--- src/rtl/uart_param_rx_if.sv ---
// Receiver bundle: serial line in, decoded launch parameters and frame status out.
interface uart_param_rx_if;
  logic        rx_i;
  logic [19:0] corner_o;
  logic [31:0] speed_o;
  logic        start_o;
  logic        err_o;
  logic        busy_o;

  modport master (input rx_i, output corner_o, speed_o, start_o, err_o, busy_o);
  modport slave  (output rx_i, input corner_o, speed_o, start_o, err_o, busy_o);
endinterface

--- src/rtl/uart_param_rx.sv ---
// 8N1 UART receiver plus 9-byte command-frame parser (header, 3-byte angle, 4-byte speed, XOR checksum).
// Optional FRAME_TIMEOUT_EN aborts a partial frame after 20 bit-times without a byte.
module uart_param_rx #(
  parameter int          CLK_FRE      = 27,
  parameter int          UART_FRE     = 9600,
  parameter int          PAYLOAD_BITS = 8,
  parameter logic [7:0]  HDR_BYTE     = 8'hA5
) (
  input  logic            clk_i,
  input  logic            rst_i,
  uart_param_rx_if.master bus
);

  localparam int BAUD_DIV = CLK_FRE * 1_000_000 / UART_FRE;
  localparam int HALF_DIV = BAUD_DIV / 2;
  localparam int CW       = $clog2(BAUD_DIV + 1);
  localparam int BW       = $clog2(PAYLOAD_BITS + 1);
  localparam logic [CW-1:0] BAUD_LAST = CW'(BAUD_DIV - 1);
  localparam logic [CW-1:0] HALF_LAST = CW'(HALF_DIV - 1);
  localparam logic [BW-1:0] BITS_LAST = BW'(PAYLOAD_BITS - 1);

  typedef enum logic [1:0] {IDLE, START, DATA, STOP} bit_st_e;
  typedef enum logic [1:0] {F_HDR, F_PAY, F_CHK} frm_st_e;

  logic                    rx_s1_q, rx_s2_q, rx_prev_q;
  bit_st_e                 bit_st_q;
  logic [CW-1:0]           cnt_q;
  logic [BW-1:0]           bits_q;
  logic [PAYLOAD_BITS-1:0] data_q;
  logic                    byte_vld_q;
  logic                    frm_err_q;

  // Bit-level receiver: edge-triggered start, mid-bit sampling, early return after stop sample.
  always_ff @(posedge clk_i) begin
    if (rst_i) begin
      rx_s1_q    <= 1'b1;
      rx_s2_q    <= 1'b1;
      rx_prev_q  <= 1'b1;
      bit_st_q   <= IDLE;
      cnt_q      <= '0;
      bits_q     <= '0;
      data_q     <= '0;
      byte_vld_q <= 1'b0;
      frm_err_q  <= 1'b0;
    end else begin
      rx_s1_q    <= bus.rx_i;
      rx_s2_q    <= rx_s1_q;
      rx_prev_q  <= rx_s2_q;
      byte_vld_q <= 1'b0;
      frm_err_q  <= 1'b0;
      case (bit_st_q)
        IDLE: begin
          cnt_q  <= '0;
          bits_q <= '0;
          if (rx_prev_q && !rx_s2_q) bit_st_q <= START;
        end
        START: begin
          if (cnt_q == HALF_LAST) begin
            cnt_q    <= '0;
            bit_st_q <= rx_s2_q ? IDLE : DATA;
          end else begin
            cnt_q <= cnt_q + 1'b1;
          end
        end
        DATA: begin
          if (cnt_q == BAUD_LAST) begin
            cnt_q  <= '0;
            data_q <= {rx_s2_q, data_q[PAYLOAD_BITS-1:1]};
            if (bits_q == BITS_LAST) begin
              bits_q   <= '0;
              bit_st_q <= STOP;
            end else begin
              bits_q <= bits_q + 1'b1;
            end
          end else begin
            cnt_q <= cnt_q + 1'b1;
          end
        end
        STOP: begin
          if (cnt_q == BAUD_LAST) begin
            cnt_q      <= '0;
            bit_st_q   <= IDLE;
            byte_vld_q <= rx_s2_q;
            frm_err_q  <= !rx_s2_q;
          end else begin
            cnt_q <= cnt_q + 1'b1;
          end
        end
        default: bit_st_q <= IDLE;
      endcase
    end
  end

  logic [7:0] byte_dat;
  assign byte_dat = data_q[7:0];

  frm_st_e     frm_st_q;
  logic [55:0] pay_q;
  logic [7:0]  chk_q;
  logic [2:0]  pcnt_q;
  logic [19:0] corner_q;
  logic [31:0] speed_q;
  logic        start_q, err_q, busy_q;

`ifdef FRAME_TIMEOUT_EN
  localparam int TW = $clog2(20 * BAUD_DIV + 1);
  localparam logic [TW-1:0] TO_LAST = TW'(20 * BAUD_DIV - 1);
  logic [TW-1:0] to_q;
  logic          to_hit;
  assign to_hit = busy_q && (to_q == TO_LAST);
`endif

  // Frame parser: start/err are mutually exclusive branches, so they can never coincide.
  always_ff @(posedge clk_i) begin
    if (rst_i) begin
      frm_st_q <= F_HDR;
      pay_q    <= '0;
      chk_q    <= '0;
      pcnt_q   <= '0;
      corner_q <= '0;
      speed_q  <= '0;
      start_q  <= 1'b0;
      err_q    <= 1'b0;
      busy_q   <= 1'b0;
`ifdef FRAME_TIMEOUT_EN
      to_q     <= '0;
`endif
    end else begin
      start_q <= 1'b0;
      err_q   <= 1'b0;
`ifdef FRAME_TIMEOUT_EN
      if (!busy_q || byte_vld_q || to_hit) to_q <= '0;
      else                                 to_q <= to_q + 1'b1;
`endif
      if (frm_err_q) begin
        if (frm_st_q != F_HDR) begin
          err_q    <= 1'b1;
          busy_q   <= 1'b0;
          frm_st_q <= F_HDR;
        end
      end else if (byte_vld_q) begin
        case (frm_st_q)
          F_HDR: begin
            if (byte_dat == HDR_BYTE) begin
              frm_st_q <= F_PAY;
              busy_q   <= 1'b1;
              pcnt_q   <= '0;
              chk_q    <= '0;
            end
          end
          F_PAY: begin
            pay_q <= {pay_q[47:0], byte_dat};
            chk_q <= chk_q ^ byte_dat;
            if (pcnt_q == 3'd6) frm_st_q <= F_CHK;
            else                pcnt_q   <= pcnt_q + 1'b1;
          end
          F_CHK: begin
            frm_st_q <= F_HDR;
            busy_q   <= 1'b0;
            if (byte_dat == chk_q && pay_q[55:52] == 4'h0) begin
              corner_q <= pay_q[51:32];
              speed_q  <= pay_q[31:0];
              start_q  <= 1'b1;
            end else begin
              err_q <= 1'b1;
            end
          end
          default: frm_st_q <= F_HDR;
        endcase
      end
`ifdef FRAME_TIMEOUT_EN
      else if (to_hit) begin
        err_q    <= 1'b1;
        busy_q   <= 1'b0;
        frm_st_q <= F_HDR;
      end
`endif
    end
  end

  assign bus.corner_o = corner_q;
  assign bus.speed_o  = speed_q;
  assign bus.start_o  = start_q;
  assign bus.err_o    = err_q;
  assign bus.busy_o   = busy_q;

endmodule

--- src/flat_wrapper.sv ---
// flat-port wrapper written by rule: the top's interface ports become plain ports
module uart_param_rx_flat 
#(
  parameter int          CLK_FRE      = 27,
  parameter int          UART_FRE     = 9600,
  parameter int          PAYLOAD_BITS = 8,
  parameter logic [7:0]  HDR_BYTE     = 8'hA5
)
  (clk_i, rst_i, bus_rx_i, bus_corner_o, bus_speed_o, bus_start_o, bus_err_o, bus_busy_o);
  uart_param_rx_if bus_i ();
  input  logic clk_i;
  input  logic rst_i;
  input wire logic [$bits(bus_i.rx_i)-1:0] bus_rx_i;
  output wire logic [$bits(bus_i.corner_o)-1:0] bus_corner_o;
  output wire logic [$bits(bus_i.speed_o)-1:0] bus_speed_o;
  output wire logic [$bits(bus_i.start_o)-1:0] bus_start_o;
  output wire logic [$bits(bus_i.err_o)-1:0] bus_err_o;
  output wire logic [$bits(bus_i.busy_o)-1:0] bus_busy_o;
  assign bus_i.rx_i = bus_rx_i;
  assign bus_corner_o = bus_i.corner_o;
  assign bus_speed_o = bus_i.speed_o;
  assign bus_start_o = bus_i.start_o;
  assign bus_err_o = bus_i.err_o;
  assign bus_busy_o = bus_i.busy_o;
  uart_param_rx #(.CLK_FRE(CLK_FRE), .UART_FRE(UART_FRE), .PAYLOAD_BITS(PAYLOAD_BITS), .HDR_BYTE(HDR_BYTE)) u_core (.clk_i(clk_i), .rst_i(rst_i), .bus(bus_i));
endmodule
--- config.mk ---
export PLATFORM = sky130hd
export DESIGN_NAME = uart_param_rx_flat
export DESIGN_NICKNAME = d
export VERILOG_FILES = /design/src/rtl/uart_param_rx_if.sv /design/src/rtl/uart_param_rx.sv /design/src/flat_wrapper.sv
export SDC_FILE = /design/constraint.sdc
export NUM_CORES = 1
export LEC_CHECK = 0
export CAP_MARGIN = 20
export CELL_PAD_IN_SITES_DETAIL_PLACEMENT = 0
export CELL_PAD_IN_SITES_GLOBAL_PLACEMENT = 1
export CORE_MARGIN = 5
export CORE_UTILIZATION = 40
export DETAILED_ROUTE_END_ITERATION = 16
export PLACE_DENSITY_LB_ADDON = 0.1
export SLEW_MARGIN = 10
export SYNTH_ARGS = -nofsm -noshare
export SYNTH_HDL_FRONTEND = slang
export SYNTH_SLANG_ARGS = --single-unit
--- constraint.sdc ---
create_clock -name clk_i -period 1.57 [get_ports clk_i]
set_input_delay 0.314 -clock clk_i [delete_from_list [all_inputs] [get_ports clk_i]]
set_output_delay 0.314 -clock clk_i [all_outputs]
set_load 0.02 [all_outputs]
Yosys cells after proc, flatten, opt, wreduce, memory -nomap -nowiden
Index checks and enable logic that the tools add are counted.
W data, S select, Z words.
- input bits: 3
- flip-flop bits (word level): 155
- word-level logic and storage cells: 106
- output and inout port bits: 55
- equal/unequal tests: 21
- reduce and logical (&&, ||, !) cells: 23
- multiplexer cells: 35
- $add $sub $neg: 3
- bitwise logic cells: 6
- operators by type and width (operator ; count):
    $pmux W12 S3 ; 1
    $mux W12 ; 2
    $mux W2 ; 11
    $pmux W8 S2 ; 1
    $reduce_and A4 Y1 ; 4
    $add A12 B1 Y12 const B ; 1
    $eq A12 B11 Y1 const B ; 1
    $eq A12 B12 Y1 const B ; 1
    $ne A2 B1 Y1 const B ; 6
    $mux W1 ; 10
    $reduce_and A5 Y1 ; 2
    $eq A8 B8 Y1 ; 1
    $eq A8 B8 Y1 const B ; 1
    $mux W4 ; 2
    $mux W8 ; 1
    $pmux W2 S4 ; 1
    $pmux W4 S2 ; 1
    $reduce_bool A2 Y1 ; 4
    $xor A8 B8 Y8 ; 1
    $eq A2 B2 Y1 const B ; 3
    $mux W3 ; 2
    $ne A3 B1 Y1 const B ; 2
    $pmux W3 S2 ; 1
    $not A1 Y1 ; 5
    other kinds (18) ; 23

Depth between registers and ports, before layout
- depth after elaboration: 6
- gate-level depth with buffers: 7
- mapped depth without buffers: 6

Worst setup path before layout
No wires, ideal clock.
- path type: register to register
- start: register u_core.cnt_q[0]
- end: register u_core.data_q[0] (netlist: u_core.byte_dat[0])
- required time: 1442 ps
- setup slack: -106 ps
- setup time: 128 ps
- stages on the path, launching flop included: 6
- period minus slack after synthesis: 1676 ps
- arrival time: 1548 ps
- cell sequence: dfxtp_1 -> ha_1 -> nand4bb_1 -> nor4_4 -> mux2i_1 -> nor2_1
- longest elaborated chain between the ends: 2
- RTL lines (element ; RTL line ; source):
    start, declared ; uart_param_rx.sv:27 ; logic [CW-1:0] cnt_q;
    start signal, assigned ; uart_param_rx.sv:62 ; cnt_q <= cnt_q + 1'b1;
    start signal, assigned ; uart_param_rx.sv:76 ; cnt_q <= cnt_q + 1'b1;
    start signal, assigned ; uart_param_rx.sv:86 ; cnt_q <= cnt_q + 1'b1;
    $eq A12 B12 Y1 ; uart_param_rx.sv:66 ; if (cnt_q == BAUD_LAST) begin
    $reduce_and A2 Y1 (no line) ; -- ;
    end signal, assigned ; uart_param_rx.sv:68 ; data_q <= {rx_s2_q, data_q[PAYLOAD_BITS-1:1]};
    end, declared ; uart_param_rx.sv:29 ; logic [PAYLOAD_BITS-1:0] data_q;
No other way between the ends.
A chain may end at the register's enable or synchronous reset.

Worst setup path after layout
- start: register u_core.pay_q[54]
- end: register u_core.speed_q[5] (netlist: u_core.bus.speed_o[5])
- longest elaborated chain between the ends: 3
- RTL lines (element ; RTL line ; source):
    start, declared ; uart_param_rx.sv:98 ; logic [55:0] pay_q;
    start signal, assigned ; uart_param_rx.sv:152 ; pay_q <= {pay_q[47:0], byte_dat};
    $logic_not A4 Y1 ; uart_param_rx.sv:160 ; if (byte_dat == chk_q && pay_q[55:52] == 4'h0) begin
    $logic_and A1 B1 Y1 ; uart_param_rx.sv:160 ;
    $reduce_and A4 Y1 (no line) ; -- ;
    end signal, assigned ; uart_param_rx.sv:162 ; speed_q <= pay_q[31:0];
    end, declared ; uart_param_rx.sv:102 ; logic [31:0] speed_q;
No other way between the ends.

==> reports/qor.txt <==
Post-synthesis mux area share - 0.0924
Ports - 58
Leak - 3.06 nW
H-tree level count - 4
Dpl hpwl - 9620 um
Most used cell, CP - nor4_4
Mapped cell area - 6500 um2
Post-synthesis xor/xnor area fraction - 0.0242
Initial DRT Pass Iterations - 4
First-pass GRT wire length - 25100 um
Crit path cell chain - nor4_4 -> nand4_1 -> nor4_4 -> buf_6 -> buf_12 -> buf_16 -> mux2i_1
Vias - 5093
Ant. Diodes - 0
PwrDens - 928 nW/um2
Crit path largest cell delay - 330 ps
Worst r2r src - u_core.pay_q[54]$_SDFFE_PP0P_
Worst Path Required - 1920 ps
Peak supply drop - 703 uV
Slew at the pin closest to its max-slew limit - 436 ps
Placer Congestion - 0.765
Main flop type after synthesis - dfxtp_1
Min Tclk post-route - 1720 ps
Yosys warnings - 0
Nets - 816
Final Skew - 9.22 ps
Max-slew violations - 0
Startpoint Class - register
Setup violations, final - 68
RSZ-0062 raised after global routing - yes
Share of layout cells above drive strength 1 - 0.172
Worst skew pair latency - 420 ps
Die ar. - 18900 um2
Seq/Total Area, Yosys - 0.477
Worst r2r path cells - 7
Max-Cap Viols - 0
CTS max path bufs - 2
CTS tree - done
Largest family of logic cells by synthesized area - simple AND/OR/NAND/NOR gates
Row count - 46
Drt wl/cell - 14.6 um
Worst Path Arrival - 2070 ps
Area Growth Syn to Fin - 30.3%
Worst setup path startpoint - u_core.pay_q[54]$_SDFFE_PP0P_
Worst-path fanout max - 5
Violated checks - setup timing
Overall Global Routing Usage - 0.168
Worst setup EP type - register
Mapped Cells - 714
Instance count on the critical path - 7
Vias per cell - 4.91
Simple-gate area share of the yosys netlist - 0.263
Placed insts - 992
Initial Utilization - 0.408
Crit-path slowest cell - dfxtp_2
Top post-synthesis cells by area - dfxtp_1, nand2b_1, mux2i_1
Yosys reg bits - 155
Synth Area in Compound Gates - 0.0897
HP Start - rst_i
Filler cells - 1513
Iteration-0 DRC Markers - 293
Most frequent cells in the layout - dfxtp_1, nand2_1, nand2b_1, a21oi_1, mux2i_1
Status - finished with violations
Vias in the first global route - 5000
Commonest non-fill, non-tap cell in the layout - dfxtp_1
Worst-path clk slew - 60 ps
Gr ovfl total - 0
Min-Delay Path Depth - 2
Kind of cell adding the most delay to the critical path - simple AND/OR/NAND/NOR gates
Initial antenna violation count - 0
Fin Hold WS - 314 ps
Total clock sinks - 155
Antenna-violating nets left - 0
Synth async-reset ratio - 0
DRC violations left - 0
I/O Buffers - 57
Syn_area_per_cell - 9.11 um2
Post-synth EDFFs - 0
Root Driver - clkbuf_16
Adder-cell share of the synthesized area - 0.00962
Final hold violations - 0
Hold crit path type - in -> reg
Routed wire length - 15100 um
Critical path type - reg -> reg
Net Count, Synth - 722
Setup ws final - -148 ps
Peak Freq - 582 MHz
Die W - 137 um
Post-synth top area share - 0.477
Total CTS buffers - 17
Core ar. - 15900 um2
Cell variety after synth - 52
Final Cycle Share - 1.09
Max-slew headroom - 0.709
Setup WS pre-CTS - -290 ps
Final Non-Filler Cells - 1037
CP Buf/Inv Count - 3
Die Y - 137 um
Cell accounting for the most synthesized area - dfxtp_1
Pin count of the biggest net entering global routing - 80
## cells by family (layout without fill, tap and decap cells)
group           after synthesis  count (layout)
mux                          60              60
flops                       155             155
xor+xnor                     18              18
buf+inv                      54             161
simple gates                322             322
fa+ha+maj                     5               5
compound gates              100             100
## where the power goes
part / switching [mW] / internal [mW]
combinational: 0.0813 / 0.0692
sequential: 0.00272 / 3.93
clock: 1.63 / 2.14
## area by class of cell
class / instances / area (um2) / share of cell area
Timing Repair Buffer: 123 / 1250 / 0.148
Clock inverter: 10 / 67.6 / 0.00798
Multi-Input combinational cell: 505 / 3260 / 0.385
Clock buffer: 22 / 474 / 0.0560
Inverter: 6 / 22.5 / 0.00266
Tap cell: 216 / 270 / 0.0319
Sequential cell: 155 / 3120 / 0.369
## synthesized netlist by cell type, types with 3 or more instances
master and instances:
dfxtp_1 155, nand2_1 120, nand2b_1 113, a21oi_1 71
mux2i_1 60, nor2_1 31, clkbuf_1 26, xnor2_1 14
a311oi_1 10, nand3_1 8, buf_2 7, nor3_1 7
inv_1 6, nand4_1 6, buf_6 5, ha_1 5
nor4_1 5, a31oi_1 4, buf_1 4, nand3b_1 4
o21ai_0 4, xor2_1 4, and2_1 3, clkbuf_8 3
or2_2 3
## worst paths after layout
path	end	slack (ps)
min	u_core.byte_dat[1]$_SDFFE_PP0P_	310
min reg2reg	u_core.rx_s2_q$_SDFF_PP1_	420
max	u_core.bus.speed_o[5]$_SDFFE_PP0P_	-150
max reg2reg	u_core.bus.speed_o[5]$_SDFFE_PP0P_	-150
## worst reg2reg max path, cell delays in order (launching register included)
cell and delay (ps):
dfxtp_2 330, nor4_4 300, nand4_1 180, nor4_4 230
buf_6 210, buf_12 120, buf_16 110, mux2i_1 170
## per-layer routing
layer	vias up	track usage	wire length, um
li1	2590	-	-
met1	2426	0.214	6950
met2	69	0.279	7530
met3	8	0.0424	494
met4	0	0.0516	145
met5	-	0	0
## sequential cells by signal, indices dropped and copies added (netlist names), 2 cells and up, named ones only
name                 flops
u_core.bus.corner_o     20
u_core.pcnt_q            3
u_core.chk_q             8
u_core.bits_q            4
u_core.byte_dat          8
u_core.bus.speed_o      32
u_core.cnt_q            12
u_core.pay_q            56
u_core.frm_st_q          2
## what timing repair did
item | in CTS | in global routing
setup endpoints to repair | 131 | 144
pin swaps | 6 | 12
gates resized for setup | 82 | 33
setup buffers | 7 | 3
hold buffers | 0 | 0
cloned | 6 | 0
## through the flow
step | total power [mW] | instance area (um2) | util | setup TNS [ps]
final | 7.86 | 8470 | 0.531 | -5250
after global routing | 8.16 | 8470 | 0.531 | -12970
after detailed placement | 4.17 | 7620 | 0.478 | -13260
after floorplan | 4.14 | 6530 | - | 0
after global placement | 4.17 | 7620 | 0.478 | -9130
after CTS | 7.96 | 8370 | 0.525 | -6140
Note: power is estimated with default switching activity, not from simulation.
